--- src/rtl/rc_input_supervisor.sv ---
// ---------------------------------------------------------------------------
// rc_input_supervisor
//
// Qualifies the 6-channel RC pulse capture datapath. Rising edges of the raw
// channel-1 line mark frame boundaries; two ticks after each boundary the
// captured widths and period are range-checked. Good frames build up link
// confidence (ACQUIRE -> VALID) and publish an atomic channel snapshot; bad
// frames or a silent line drop the link into FAILSAFE.
//
// Ports:
//   clk             system clock
//   rst_n           asynchronous active-low reset
//   pwm_clk         1 MHz enable, one clk wide per microsecond ("tick")
//   rc_en_in        link enable; low forces IDLE on the next clk
//   pwm_ch1_in      raw channel-1 PWM line (frame boundary source)
//   pulse_width_bus captured widths, ch1 in the low WORDSIZE bits
//   pulse_period    captured frame period
//   ch_snapshot     last accepted frame, same packing as pulse_width_bus
//   rc_valid        link qualified, commands usable
//   failsafe        link not usable (complement of rc_valid)
//   frame_cnt       accepted-frame counter, wraps 255 -> 0
//   sup_state       IDLE=0, ACQUIRE=1, VALID=2, FAILSAFE=3
// ---------------------------------------------------------------------------
module rc_input_supervisor #(
  parameter int unsigned WORDSIZE   = 15,
  parameter int unsigned PW_MIN     = 800,
  parameter int unsigned PW_MAX     = 2200,
  parameter int unsigned PERIOD_MIN = 5000,
  parameter int unsigned PERIOD_MAX = 30000,
  parameter int unsigned ACQ_FRAMES = 4,
  parameter int unsigned BAD_LIMIT  = 3,
  parameter int unsigned LOSS_TICKS = 100000
) (
  input  logic                  clk,
  input  logic                  rst_n,
  input  logic                  pwm_clk,
  input  logic                  rc_en_in,
  input  logic                  pwm_ch1_in,
  input  logic [6*WORDSIZE-1:0] pulse_width_bus,
  input  logic [WORDSIZE-1:0]   pulse_period,
  output logic [6*WORDSIZE-1:0] ch_snapshot,
  output logic                  rc_valid,
  output logic                  failsafe,
  output logic [7:0]            frame_cnt,
  output logic [2:0]            sup_state
);

  typedef enum logic [2:0] {
    ST_IDLE     = 3'd0,
    ST_ACQUIRE  = 3'd1,
    ST_VALID    = 3'd2,
    ST_FAILSAFE = 3'd3
  } state_t;

  localparam logic [WORDSIZE-1:0] L_PW_MIN  = WORDSIZE'(PW_MIN);
  localparam logic [WORDSIZE-1:0] L_PW_MAX  = WORDSIZE'(PW_MAX);
  localparam logic [WORDSIZE-1:0] L_PER_MIN = WORDSIZE'(PERIOD_MIN);
  localparam logic [WORDSIZE-1:0] L_PER_MAX = WORDSIZE'(PERIOD_MAX);
  // Frame counters are 3 bits wide, so ACQ_FRAMES and BAD_LIMIT must stay below 8.
  localparam logic [2:0]          L_ACQ     = 3'(ACQ_FRAMES);
  localparam logic [2:0]          L_BAD     = 3'(BAD_LIMIT);
  localparam logic [19:0]         L_LOSS    = 20'(LOSS_TICKS);

  // Unsigned inclusive range check.
  function automatic logic in_range(input logic [WORDSIZE-1:0] v,
                                    input logic [WORDSIZE-1:0] lo,
                                    input logic [WORDSIZE-1:0] hi);
    return (v >= lo) && (v <= hi);
  endfunction

  state_t                r_state;
  state_t                w_state_nxt;
  logic                  r_s1, r_s2, r_s3;
  logic [1:0]            r_eval_dly;
  logic [19:0]           r_wd;
  logic [2:0]            r_good_cnt, w_good_nxt;
  logic [2:0]            r_bad_cnt, w_bad_nxt;
  logic [6*WORDSIZE-1:0] r_snapshot;
  logic [7:0]            r_frame_cnt;
  logic                  r_rc_valid, r_failsafe;
  logic                  w_frame_edge, w_eval, w_timeout, w_frame_good, w_latch;

  // The s2/s3 pair matches the capture block's rising-edge sampling point.
  assign w_frame_edge = pwm_clk & r_s2 & ~r_s3;
  // A fresh edge on the evaluation tick restarts the delay instead of evaluating.
  assign w_eval       = pwm_clk & ~w_frame_edge & (r_eval_dly == 2'd1);
  // Fires only on the tick the watchdog steps onto LOSS_TICKS; an edge there wins.
  assign w_timeout    = rc_en_in & pwm_clk & ~w_frame_edge & (r_wd == (L_LOSS - 20'd1));

  // Range check of all six captured widths and the frame period.
  always_comb begin
    w_frame_good = in_range(pulse_period, L_PER_MIN, L_PER_MAX);
    for (int i = 0; i < 6; i++) begin
      w_frame_good = w_frame_good &
                     in_range(pulse_width_bus[i*WORDSIZE +: WORDSIZE], L_PW_MIN, L_PW_MAX);
    end
  end

  // Tick-sampled synchroniser and edge history for the channel-1 line.
  always_ff @(posedge clk or negedge rst_n) begin
    if (!rst_n) begin
      r_s1 <= 1'b0;
      r_s2 <= 1'b0;
      r_s3 <= 1'b0;
    end else if (pwm_clk) begin
      r_s1 <= pwm_ch1_in;
      r_s2 <= r_s1;
      r_s3 <= r_s2;
    end
  end

  // Two-tick settle delay between a frame edge and its evaluation.
  always_ff @(posedge clk or negedge rst_n) begin
    if (!rst_n) begin
      r_eval_dly <= 2'd0;
    end else if (pwm_clk) begin
      if (w_frame_edge) begin
        r_eval_dly <= 2'd2;
      end else if (r_eval_dly != 2'd0) begin
        r_eval_dly <= r_eval_dly - 2'd1;
      end
    end
  end

  // Loss-of-signal watchdog: saturating tick counter cleared by frame edges.
  always_ff @(posedge clk or negedge rst_n) begin
    if (!rst_n) begin
      r_wd <= 20'd0;
    end else if (!rc_en_in) begin
      r_wd <= 20'd0;
    end else if (pwm_clk) begin
      if (w_frame_edge) begin
        r_wd <= 20'd0;
      end else if (r_wd < L_LOSS) begin
        r_wd <= r_wd + 20'd1;
      end
    end
  end

  // Supervisor next-state, frame counters and snapshot-latch decision.
  always_comb begin
    w_state_nxt = r_state;
    w_good_nxt  = r_good_cnt;
    w_bad_nxt   = r_bad_cnt;
    w_latch     = 1'b0;
    if (!rc_en_in) begin
      // Disable is immediate, independent of the tick enable.
      w_state_nxt = ST_IDLE;
      w_good_nxt  = 3'd0;
      w_bad_nxt   = 3'd0;
    end else if (pwm_clk) begin
      case (r_state)
        ST_IDLE: begin
          w_state_nxt = ST_ACQUIRE;
          w_good_nxt  = 3'd0;
          w_bad_nxt   = 3'd0;
        end
        ST_ACQUIRE: begin
          if (w_timeout) begin
            w_good_nxt = 3'd0;
          end else if (w_eval) begin
            if (!w_frame_good) begin
              w_good_nxt = 3'd0;
            end else if ((r_good_cnt + 3'd1) >= L_ACQ) begin
              w_state_nxt = ST_VALID;
              w_latch     = 1'b1;
              w_good_nxt  = 3'd0;
              w_bad_nxt   = 3'd0;
            end else begin
              w_good_nxt = r_good_cnt + 3'd1;
            end
          end else begin
            w_good_nxt = r_good_cnt;
          end
        end
        ST_VALID: begin
          if (w_timeout) begin
            w_state_nxt = ST_FAILSAFE;
            w_bad_nxt   = 3'd0;
          end else if (w_eval) begin
            if (w_frame_good) begin
              w_latch   = 1'b1;
              w_bad_nxt = 3'd0;
            end else if ((r_bad_cnt + 3'd1) >= L_BAD) begin
              w_state_nxt = ST_FAILSAFE;
              w_bad_nxt   = 3'd0;
            end else begin
              w_bad_nxt = r_bad_cnt + 3'd1;
            end
          end else begin
            w_bad_nxt = r_bad_cnt;
          end
        end
        ST_FAILSAFE: begin
          // The recovering frame already counts towards re-acquisition.
          if (w_eval && w_frame_good && !w_timeout) begin
            w_state_nxt = ST_ACQUIRE;
            w_good_nxt  = 3'd1;
          end else begin
            w_state_nxt = ST_FAILSAFE;
          end
        end
        default: begin
          w_state_nxt = ST_IDLE;
          w_good_nxt  = 3'd0;
          w_bad_nxt   = 3'd0;
        end
      endcase
    end else begin
      w_state_nxt = r_state;
    end
  end

  // Supervisor state and frame-quality counters.
  always_ff @(posedge clk or negedge rst_n) begin
    if (!rst_n) begin
      r_state    <= ST_IDLE;
      r_good_cnt <= 3'd0;
      r_bad_cnt  <= 3'd0;
    end else begin
      r_state    <= w_state_nxt;
      r_good_cnt <= w_good_nxt;
      r_bad_cnt  <= w_bad_nxt;
    end
  end

  // All six channels latch in the same clk, so the snapshot is never mixed.
  always_ff @(posedge clk or negedge rst_n) begin
    if (!rst_n) begin
      r_snapshot  <= '0;
      r_frame_cnt <= 8'd0;
    end else if (w_latch) begin
      r_snapshot  <= pulse_width_bus;
      r_frame_cnt <= r_frame_cnt + 8'd1;
    end
  end

  // Link status flags, one clk behind the state register.
  always_ff @(posedge clk or negedge rst_n) begin
    if (!rst_n) begin
      r_rc_valid <= 1'b0;
      r_failsafe <= 1'b1;
    end else begin
      r_rc_valid <= (r_state == ST_VALID);
      r_failsafe <= (r_state != ST_VALID);
    end
  end

  assign ch_snapshot = r_snapshot;
  assign frame_cnt   = r_frame_cnt;
  assign rc_valid    = r_rc_valid;
  assign failsafe    = r_failsafe;
  assign sup_state   = r_state;

endmodule

--- config.mk ---
export PLATFORM = sky130hd
export DESIGN_NAME = rc_input_supervisor
export DESIGN_NICKNAME = d
export VERILOG_FILES = /design/src/rtl/rc_input_supervisor.sv
export SDC_FILE = /design/constraint.sdc
export NUM_CORES = 1
export LEC_CHECK = 0
export CORE_MARGIN = 3
export CORE_UTILIZATION = 45
export CTS_CLUSTER_DIAMETER = 50
export CTS_CLUSTER_SIZE = 12
export DETAILED_ROUTE_END_ITERATION = 10
export PLACE_DENSITY_LB_ADDON = 0.2
export SYNTH_ARGS = -nofsm -noshare
export SYNTH_HDL_FRONTEND = slang
export SYNTH_SLANG_ARGS = --single-unit
--- constraint.sdc ---
create_clock -name clk -period 3.05 [get_ports clk]
set_input_delay 0.915 -clock clk [delete_from_list [all_inputs] [get_ports clk]]
set_output_delay 0.915 -clock clk [all_outputs]
set_load 0.02 [all_outputs]
==> metrics.md <==
| Metric | Value |
|---|---|
| Hpwl dp | `13,530 µm` |
| Largest net degree at the start of global routing | `50` |
| Residual DRC | `0` |
| Gpl congestion | `0.8574` |
| Crit path kind | `primary input to flip-flop` |
| Syn avg cell area | `12.17 µm²` |
| Detail Route Antenna Nets | `0` |
| CTS Buf Count | `17` |
| Final Power | `roughly 4600 µW` |
| Synth Warn # | `0` |
| Cell taking the most area after synthesis | `dfrtp_1` |
| First-pass GRT wire length | `28,500 µm` |
| DR WL/cell | `between 15 and 20 µm` |
| Fin worst setup slack | `around 0.044 ns` |
| Post-route clock period utilization | `between 90% and 100%` |
| Die width | `about 120 µm` |
| Critical Path End Type | `flip-flop` |
| Cell count after synthesis | `490` |
| Post-Synthesis Net Count | `about 610` |
| Area Overhead vs Synth | `64.04%` |
| Slew of the pin with the lowest slew margin | `roughly 0.57 ns` |
| Fmax | `0.3326 GHz` |
| Clk_lat worst skew | `0.42 ns` |
| Number of max-cap violations | `0` |
| Drt first pass iters | `4` |
| Post-synth EDFFs | `0` |
| Top cell type's share of synthesized area | `55.39%` |
| Final std cells w/o fill | `960` |
| H-tree level count | `4` |
| Relative slew slack | `62.20%` |
| Max clock buf depth | `2` |
| # rows | `approximately 40` |
| Vias after detailed routing | `roughly 5,200` |
| Cell variety after synth | `49` |
| Minimum clock period after layout | `3.006 ns` |
| Final setup viols | `0` |
| Data arrival, critical path | `about 3.3 ns` |
| VDD IR max | `a little over 0.6 mV` |
| Final Slew Violations | `0` |
| Number of global-route vias before repair | `roughly 5,400` |
| Filler instances | `between 700 and 800` |
| Net switching power | `roughly 1200 µW` |
| Comb pwr share | `around 14%` |
| Gr usage total | `around a quarter` |
| Core area | `~13,000 µm²` |
| Static leakage | `around 0.0046 µW` |
| Switching share of power | `between 20 and 25%` |
| Setup crit start | `pulse_period[5]` |
| Initial antenna violation count | `0` |
| PortBufs | `211` |
| Highest routed layer | `met4` |
| Skew final | `0.01225 ns` |
| Top FF cell, synth | `dfrtp_1` |
| Pint | `between 3000 and 4000 µW` |
| Grt total ovfl | `0` |
| Metal2 WL | `about 9800 µm` |
| Met1 Routed Length | `around 7300 µm` |
| Largest fanout on the critical path | `9` |
| Hold Path Class | `flip-flop to flip-flop` |
| Sequential share of the synthesized area | `a little under three fifths` |
| Clock power frac | `a little under half` |
| WHS | `~0.48 ns` |
| Crit Reg-Reg Startpoint | `r_wd[11]` |
| Most frequent cell after synthesis | `dfrtp_1` |
| CTS sink count | `133` |
| Layout Nets | `around 900` |
| CTS Hold Buffers Added | `0` |
| Critical path launch point type | `primary input` |
| #FFs+latches synth | `approximately 130` |
| Final wirelength | `18,690 µm` |
| Reg power frac | `40.3%` |
| Starting Density | `a little under half` |
| Dpl cells | `912` |
| ANT cells | `0` |
| Clock transition at path regs | `about 0.060 ns` |
| CTS root buf | `clkbuf_16` |
| Vias per inst | `5.392` |
| Largest cells by area after synthesis | `dfrtp_1, mux2_2, ha_1` |
| Total I/O pin count | `approximately 210` |
| CTS tree | `done` |
| Met3 Wirelength | `between 1000 and 1500 µm` |
| HP Start | `frame_cnt[7]` |
| Hold Vio Cnt, Final | `0` |
| Netlist Area Pre-Place | `around 6000 µm²` |
| CP Data Required Time | `roughly 3.4 ns` |
| Die Y | `about 120 µm` |
| Initial drt markers | `approximately 270` |
| Status | `finished, final reports clean` |
| Async SR Flop Fraction | `between 90% and 100%` |
| Pre-CTS WS | `-0.7410 ns` |
| Layout cell share with drive strength beyond 1 | `approximately 27%` |
| Area of the die | `approximately 15,000 µm²` |
| Commonest cells in the synthesized netlist | `dfrtp_1, mux2_2, nand2_1` |
| Power Density | `approximately 470 nW/µm²` |
## metal layers
layer / GRT usage (%) / up-vias
met5: 0 / -
met4: 7.861 / 0
met3: 6.760 / 32
met2: 44.67 / 177
met1: 29.53 / 2604
li1: - / 2363
## state kept, by name, indices dropped and copies added, names as in the netlist
register and flops:
r_s1 1, ch_snapshot 90, r_s3 1, r_eval_dly 2, failsafe 1, r_bad_cnt 3
r_good_cnt 3, rc_valid 1, frame_cnt 8, r_s2 1, sup_state 2, r_wd 20
## path summary, 6_finish.rpt
kind,end,cells after the start,slack [ns]
worst max-delay path,ch_snapshot[52],9,0.04
worst max register to register,ch_snapshot[5],10,0.58
min in group asynchronous,ch_snapshot[13],1,0.49
max in group asynchronous,r_wd[9],2,1.89
worst min register to register,frame_cnt[7],1,0.48
worst min-delay path,frame_cnt[7],1,0.48
## logic make-up after synthesis
family | count (synthesis) | share of synthesized area [%]
fa+ha+maj | 11 | 2.308
mux | 79 | 14.90
xor+xnor | 17 | 2.497
flops | 133 | 55.83
buf+inv | 24 | 2.476
compound gates | 70 | 8.162
simple gates | 155 | 13.76
other cells | 1 | 0.06289
## cell type report
type / count / area, µm² / area share (%)
Timing Repair Buffer: 283 / 2924 / 29.89
Inverter: 7 / 26.28 / 0.2686
Clock inverter: 14 / 175.2 / 1.791
Sequential cell: 133 / 3329 / 34.04
Tap cell: 172 / 215.2 / 2.200
Multi-Input combinational cell: 333 / 2673 / 27.32
Clock buffer: 18 / 439.2 / 4.490
## metrics by stage
step / util (%) / TNS [ns] / area, µm²
after floorplan: - / -0.5153 / 5967
after global placement: 67.85 / -61.46 / 8667
after detailed placement: 67.85 / -65.71 / 8667
after CTS: 75.09 / -0.9479 / 9592
after global routing: 76.58 / -0.1489 / 9782
final: 76.58 / 0 / 9782
## power by group through the flow
stage | clock network (µW) | logic (µW) | registers (µW)
6_report | 2100 | 648 | 1860
5_1_grt | 2220 | 709 | 1860
4_1_cts | 2130 | 644 | 1860
3_5_place_dp | 0 | 632 | 1890
3_3_place_gp | 0 | 603 | 1880
2_1_floorplan | 0 | 229 | 1900
## critical path, stage by stage
cell and delay (ns):
clkdlybuf4s50_1 0.46, a211o_1 0.32, a221oi_1 0.32, nor4_2 0.11, nor4b_4 0.25, and3_4 0.25
buf_12 0.18, clkbuf_16 0.17, mux2_2 0.33
## layout by cell type, fill, tap and decap left out, types with 3 or more instances in the layout
cell             count
nand4_1             12
mux2_4              11
nor2_1              26
o21a_1               4
nor4_1               4
nand2_1             29
nand3_1             16
dfrtp_1            132
buf_12               7
inv_6                4
a21oi_1              5
ha_1                11
a31oi_1              4
and3_1               7
and2_1               3
nor3_1              10
dlymetal6s2s_1      20
buf_16               5
o311a_1              6
o21ai_1              3
bufinv_16            3
nand2b_1             3
dlygate4sd2_1       20
o211ai_1             6
mux2_2              67
xnor2_1             11
buf_4               56
buf_6                3
o41ai_1              3
o21ai_0             15
inv_1                7
nor2b_1             18
a21o_1               4
clkbuf_16           20
nor4_2               5
or3_1                3
nor3_2               9
xor2_1               6
clkinvlp_4           3
clkdlybuf4s50_1    167
## repair_timing
action | CTS | global route
gates cloned | 4 | 4
endpoints found under the setup margin | 98 | 98
pin swaps | 20 | 24
resized for setup | 71 | 32
buffers inserted | 7 | 3
Note: power is estimated with default switching activity, not from simulation.
